===== src/rtl/stage_fetchq_pkg.sv =====
// stage_fetchq shared types and constants.
// Entry layout, reset vector and filler instruction.
package stage_fetchq_pkg;

  localparam int XLEN_DEF = 32;

  localparam logic [XLEN_DEF-1:0] RESET_VECTOR =
    32'h0000_0100;

  localparam logic [XLEN_DEF-1:0] NOP_INSTR =
    32'h0000_0013;

  typedef struct packed {
    logic [XLEN_DEF-1:0] pc;
    logic [XLEN_DEF-1:0] instr;
  } fq_entry_t;

  function automatic fq_entry_t fq_pack(
    input logic [XLEN_DEF-1:0] pc,
    input logic [XLEN_DEF-1:0] instr
  );
    fq_entry_t e;
    e.pc    = pc;
    e.instr = instr;
    return e;
  endfunction

endpackage


===== src/rtl/fetchq_mem.sv =====
// Fetch queue storage: DEPTH x W register array.
// One write port, one combinational read port, no reset.
module fetchq_mem #(
  parameter int DEPTH = 4,
  parameter int W     = 64,
  parameter int AW    = $clog2(DEPTH)
) (
  input  logic          clk,
  input  logic          we,
  input  logic [AW-1:0] waddr,
  input  logic [W-1:0]  wdata,
  input  logic [AW-1:0] raddr,
  output logic [W-1:0]  rdata
);

  logic [W-1:0] mem [DEPTH];

  // Write the addressed entry when enabled.
  always_ff @(posedge clk) begin
    if (we) begin
      mem[waddr] <= wdata;
    end
  end

  assign rdata = mem[raddr];

endmodule


===== src/rtl/stage_fetchq.sv =====
// Instruction queue between fetch and decode.
// FETCHQ_BYPASS_EN: pass words through when empty.
module stage_fetchq
  import stage_fetchq_pkg::*;
#(
  parameter int DEPTH = 4,
  parameter int XLEN  = XLEN_DEF
) (
  input  logic                     clk,
  input  logic                     rst,
  input  logic                     in_valid,
  input  logic [XLEN-1:0]          in_pc,
  input  logic [XLEN-1:0]          in_instr,
  input  logic                     flush,
  output logic                     out_valid,
  output logic [XLEN-1:0]          out_pc,
  output logic [XLEN-1:0]          out_instr,
  input  logic                     out_ready,
  output logic                     stall_out,
  output logic [$clog2(DEPTH+1)-1:0] count,
  output logic                     overflow
);

  localparam int AW = $clog2(DEPTH);
  localparam int CW = $clog2(DEPTH+1);
  localparam int EW = 2 * XLEN;

  logic [AW-1:0] wr_ptr;
  logic [AW-1:0] rd_ptr;
  logic [CW-1:0] cnt;
  logic          ovf;

  logic          empty;
  logic          full;
  logic          byp;
  logic          pop;
  logic          push;
  logic          byp_take;
  logic          we;
  logic          rd_adv;
  logic [EW-1:0] wdata;
  logic [EW-1:0] rdata;

  assign empty = (cnt == '0);
  assign full  = (cnt == CW'(DEPTH));

`ifdef FETCHQ_BYPASS_EN
  assign byp = empty && in_valid && !flush;
`else
  assign byp = 1'b0;
`endif

  assign out_valid = !empty || byp;
  assign pop       = out_valid && out_ready;
  assign push      = in_valid && !flush
                   && (!full || pop);
  assign byp_take  = byp && pop;
  assign we        = push && !byp_take;
  assign rd_adv    = pop && !byp_take;
  assign wdata     = {in_pc, in_instr};

  fetchq_mem #(
    .DEPTH (DEPTH),
    .W     (EW)
  ) u_mem (
    .clk   (clk),
    .we    (we),
    .waddr (wr_ptr),
    .wdata (wdata),
    .raddr (rd_ptr),
    .rdata (rdata)
  );

  // Head selection: bypassed input, stored head, or zero.
  always_comb begin
    out_pc    = '0;
    out_instr = '0;
    if (byp) begin
      out_pc    = in_pc;
      out_instr = in_instr;
    end else if (!empty) begin
      out_pc    = rdata[EW-1:XLEN];
      out_instr = rdata[XLEN-1:0];
    end
  end

  // Pointer and occupancy bookkeeping; flush empties the queue.
  always_ff @(posedge clk) begin
    if (rst) begin
      wr_ptr <= '0;
      rd_ptr <= '0;
      cnt    <= '0;
    end else if (flush) begin
      wr_ptr <= '0;
      rd_ptr <= '0;
      cnt    <= '0;
    end else begin
      if (we) begin
        wr_ptr <= wr_ptr + AW'(1);
      end
      if (rd_adv) begin
        rd_ptr <= rd_ptr + AW'(1);
      end
      cnt <= cnt + CW'(push) - CW'(pop);
    end
  end

  // Sticky error when a word arrives with no room.
  always_ff @(posedge clk) begin
    if (rst) begin
      ovf <= 1'b0;
    end else if (in_valid && !flush && !push) begin
      ovf <= 1'b1;
    end
  end

  assign count     = cnt;
  assign overflow  = ovf;
  assign stall_out = (cnt >= CW'(DEPTH-1));

endmodule


===== config.mk =====
export PLATFORM = sky130hd
export DESIGN_NAME = stage_fetchq
export DESIGN_NICKNAME = d
export VERILOG_FILES = /design/src/rtl/stage_fetchq_pkg.sv /design/src/rtl/fetchq_mem.sv /design/src/rtl/stage_fetchq.sv
export SDC_FILE = /design/constraint.sdc
export NUM_CORES = 1
export LEC_CHECK = 0
export ABC_AREA = 1
export ABC_CLOCK_PERIOD_IN_PS = 8300
export CAP_MARGIN = 20
export CORE_MARGIN = 4
export CORE_UTILIZATION = 55
export DETAILED_ROUTE_END_ITERATION = 8
export GPL_TIMING_DRIVEN = 0
export PLACE_DENSITY = 0.77
export REMOVE_ABC_BUFFERS = 1
export SYNTH_ARGS = -nofsm -noshare
export SYNTH_HDL_FRONTEND = slang
export SYNTH_SLANG_ARGS = --single-unit
export TNS_END_PERCENT = 20

===== constraint.sdc =====
create_clock -name clk -period 8.3 [get_ports clk]
set_input_delay 2.49 -clock clk [delete_from_list [all_inputs] [get_ports clk]]
set_output_delay 2.49 -clock clk [all_outputs]
set_load 0.02 [all_outputs]

# ---- Word level (Yosys, flattened, before mapping)
# Memory sizes are Yosys's and may differ from the RTL's. A register that Yosys moved wholly into a read port is not among the register bits.
# Index checks and enable logic that the tools add are counted.
# Widths: inputs -> output; s select.
dict set report word_totals {
  register_bits 8
  latch_bits 0
  mem_bits_rw 256
  rom_bits 0
  in_bits 69
  output_inout_bits 70
  elab_cells 28
  mem_count 1
}
dict set report classes {
  n_addsub 4
  mul 0
  n_div 0
  n_lt_le_gt_ge 1
  n_eq_ne 1
  shifts 0
  n_mux 6
  bitwise_logic 0
  reduce_logical 11
}
# memory depth width rd rd_ports_with_merged_regs write_ports line
set memory_table {}
lappend memory_table {u_mem.mem 4 64 1 1 1 fetchq_mem.sv:16} ;# logic [W-1:0] mem [DEPTH];
# op n
set ops {}
lappend ops {{$mux 32} 2}
lappend ops {{$add 2x1->2 const B} 2}
lappend ops {{$logic_and 1x1->1} 4}
lappend ops {{$logic_not 1->1} 4}
lappend ops {{$mux 2} 2}
lappend ops {{$add 3x1->3} 1}
lappend ops {{$eq 3x3->1 const B} 1}
lappend ops {{$ge 3x2->1 const B} 1}
lappend ops {{$logic_not 3->1} 1}
lappend ops {{$sub 3x1->3} 1}
lappend ops {{$mux 1} 2}
lappend ops {{$reduce_or 2->1} 1}
lappend ops {{$logic_or 1x1->1} 1}

# ---- Logic depth before layout (Yosys ltp)
dict set report logic_depth {
  depth_word 7
  mapped_depth 11
  depth_no_buf 11
}

# ---- Modules after synthesis
# A second synthesis with hierarchy kept.
dict set report unflattened {
  hier_cells 1205
  hier_area_um2 11755.0
}
# module instances cells_per_inst area_per_inst_um2 seq_area_each_um2
set by_module_without_submodules {}
lappend by_module_without_submodules {fetchq_mem 1 1010 10761.6 7687.4}
lappend by_module_without_submodules {stage_fetchq 1 195 993.5 160.2}

# ---- Least setup slack after synthesis
# Ideal clock, no wire load.
dict set report synth_path {
  kind {input to register}
  from {input in_valid}
  to {memory u_mem.mem[0][0] (enable)}
  setup_time_ps 486
  t_arrival_ps 5600
  t_required_ps 7814
  path_slack_ps 2213
  path_stages 4
  path_buffers 0
  path_cell_list {inv_1 -> nor2_1 -> nand2_1 -> nor2_1}
}
dict set report synth_between {
  elab_chain_cells 4
}
# element line
set synth_rtl {}
lappend synth_rtl {{from (decl)} stage_fetchq.sv:11} ;# input logic in_valid,
lappend synth_rtl {{$logic_and 1x1->1} stage_fetchq.sv:55} ;# assign push = in_valid && !flush
lappend synth_rtl {{$logic_and 1x1->1} stage_fetchq.sv:56} ;# && (!full || pop);
lappend synth_rtl {{$mux 1} fetchq_mem.sv:20} ;# if (we) begin
lappend synth_rtl {{$mux 1 (implied by the code)} fetchq_mem.sv:21} ;# mem[waddr] <= wdata;
lappend synth_rtl {{to (decl)} fetchq_mem.sv:16}
# No other way between the ends.

==> results.cfg <==
[critical_path]
cp.buffers_inverters = 3
crit_family = buffers and inverters
crit_fanout = 65
path_cells = inv_2, buf_12, nor2_1, o21ai_0, a21oi_1, clkdlybuf4s50_1
rr_startpoint = count[1]
critPathCaptureType = primary output
cp_num_cells = 6
crit_slowest_cell = dfxtp_4
slowest_delay_ps = 890
worstPathArrival_ps = 3410
path_class = flip-flop to primary output
reg2reg_depth = 10
cp-start-kind = flip-flop
critPathRequiredTime_ps = 5810

[place]
gp_congestion = 0.727
dp_hpwl_um = 12100
place_area_sq_mm = 0.0122
io_buffer_count = 138

[final_layout]
num_antenna_cells = 0
drive_gt1_frac = 0.0551
final_area_sq_mm = 0.0129
fill_cells = 1288
post-route-util = 0.691
register_area_sq_mm = 0.00790
syn_to_final_growth_pct = 23.6
nets = 1038
multiInputGateArea_sq_mm = 0.00222

[timing]
hold_violations = 0
relSlewSlack = 0.404
final.setup.tns_ps = 0
finalMaxSlewViolations = 0
fin_crit_sh = 0.711
min_period_ps = 5900
finalSetupViolCount = 0
worst_pin_slew_ps = 894
max_freq_mhz = 169
skew_ps = 3.98
rsz0062_at_grt = false

[clock_network]
numCtsBuffers = 27
clock_path_buffers = 3
htree_num_levels = 1
cts_setup_buffers = 0
insertion_delay_ps = 500
cts_tree = done
path_clk_slew_ps = 60
ctsHoldBuffers = 0
cts_resized = 0
cts_root_buf = clkbuf_16
cts_sinks = 266

[worst_hold_path]
hold-path-cell-count = 2
hp-class = flip-flop to flip-flop
min_from = overflow

[flow_run]
max_cap_viol_count = 0

[logic_synthesis]
ys_ff_latch = 266
syn_area_sq_mm = 0.0105
synth_top_area_share = 0.735
ys.warnings.count = 0
yosysTopAreaCell = edfxtp_1
ys_seq_area_frac = 0.755
synth.avg_cell_area_sq_um = 12.6
syn_inst = 828
synth.distinct_cells = 19
synthTopCellsByArea = edfxtp_1, nor2_1, o21ai_0, a21oi_1, dfxtp_1

[floorplan]
rows = 50
fp.dieH_um = 146
die-area_sq_mm = 0.0213
core-area_sq_mm = 0.0187
die_x_um = 146
start_util = 0.559
io_pins = 139

[global_route]
grt_pass1_vias = 6498
grt_pass1_wl_um = 33500
grt.total_usage = 0.198
antenna_found_initial = 0
grt.overflow.total = 0
grt_max_degree = 87

[pwr]
p_leak_uw = 0.00436
powerDensity_mw_per_mm2 = 215
p_total_uw = 2770
ir_drop_mv = 0.158

[route]
routedWlPerCell_um = 17.9
viasPerCell = 5.40
drt_iter0_drc = 405
dr.pass1.iters = 5
wl_um = 21700
drc = 0
routed-via-count = 6554
drtAntennaViolNets = 0

[status]
status = finished, final reports clean
-- layout by cell type, fill, tap and decap left out --
| cell | instances |
|---|---|
| o21ai_1 | 10 |
| ha_1 | 7 |
| edfxtp_1 | 256 |
| clkbuf_16 | 27 |
| o21ai_0 | 119 |
| clkinv_1 | 5 |
| buf_16 | 4 |
| buf_12 | 9 |
| inv_2 | 2 |
| clkdlybuf4s50_1 | 138 |
| a21oi_1 | 68 |
| fa_1 | 1 |
| clkinv_2 | 5 |
| nand3_1 | 5 |
| inv_1 | 18 |
| clkbuf_1 | 11 |
| nand2_1 | 11 |
| nor2_4 | 4 |
| nor2_1 | 267 |
| xor2_1 | 1 |
| dfxtp_1 | 8 |
| nand4_1 | 1 |
| dfxtp_4 | 2 |
| inv_4 | 1 |
-- through the flow --
step           setup WS (ps)  hold slack [ps]  cells
3_3_place_gp           -1860              437   1153
5_1_grt                 2180              508   1214
6_report                2400              466   1214
3_5_place_dp            2900              467   1166
4_1_cts                 2300              474   1214
2_1_floorplan           1560              464    781
-- path summary, 6_finish.rpt --
check | slack, ps | to
worst min-delay path | 470 | overflow
worst max register to register | 5900 | count[2]
worst min register to register | 470 | overflow
worst max-delay path | 2400 | out_pc[5]
-- synth_stat cells --
master    number
a21oi_1       68
buf_6         11
edfxtp_1     256
nand2_1       11
nand4_1        1
ha_1           7
o21ai_0      119
buf_1          3
buf_2         14
clkbuf_1      14
nand3_1        5
xor2_1         1
fa_1           1
nor2_1       271
dfxtp_1       10
o21ai_1       10
inv_1         18
inv_2          3
buf_4          5
-- where the power goes --
part | switching (uW) | internal [uW] | leakage [uW]
sequential | 9.06 | 1500 | 0.00241
clock | 447 | 597 | 0.000373
combinational | 128 | 98.9 | 0.00157
total | 584 | 2190 | 0.00436
-- per-layer routing --
| metal | vias to the layer above | part of all wire | track usage |
|---|---|---|---|
| met5 | - | 0 | 0 |
| met4 | 0 | 0.012 | 0.0446 |
| met3 | 16 | 0.066 | 0.0402 |
| met2 | 178 | 0.50 | 0.348 |
| met1 | 3167 | 0.42 | 0.257 |
| li1 | 3193 | - | - |
-- final cells by class --
| cell class | count | share of cell area |
|---|---|---|
| Sequential cell | 266 | 0.611 |
| Multi-Input combinational cell | 494 | 0.172 |
| Timing Repair Buffer | 151 | 0.129 |
| Clock buffer | 38 | 0.0555 |
| Tap cell | 234 | 0.0227 |
| Inverter | 21 | 0.00629 |
| Clock inverter | 10 | 0.00339 |
-- tightest hold or removal path, cell delays in order (launching register included) --
cell     delay, ps
dfxtp_1        310
inv_1           50
a21oi_1         60
-- logic make-up (layout without fill, tap and decap cells) --
group | Yosys count | count (layout) | share of synthesized area
xor gates and xnor gates | 1 | 1 | 0.000838
buffers and inverters | 68 | 220 | 0.0358
AOI/OAI and AO/OA | 197 | 197 | 0.0943
adders and majority gates | 8 | 8 | 0.0103
and+or+nand+nor | 288 | 288 | 0.104
DFF | 266 | 266 | 0.755
-- flip-flops by register name, summed over array words and instances, names as in the netlist, named ones only --
register,flops
overflow,1
rd_ptr,2
u_mem.mem,256
count,3
wr_ptr,2
Note: power is estimated with default switching activity, not from simulation.
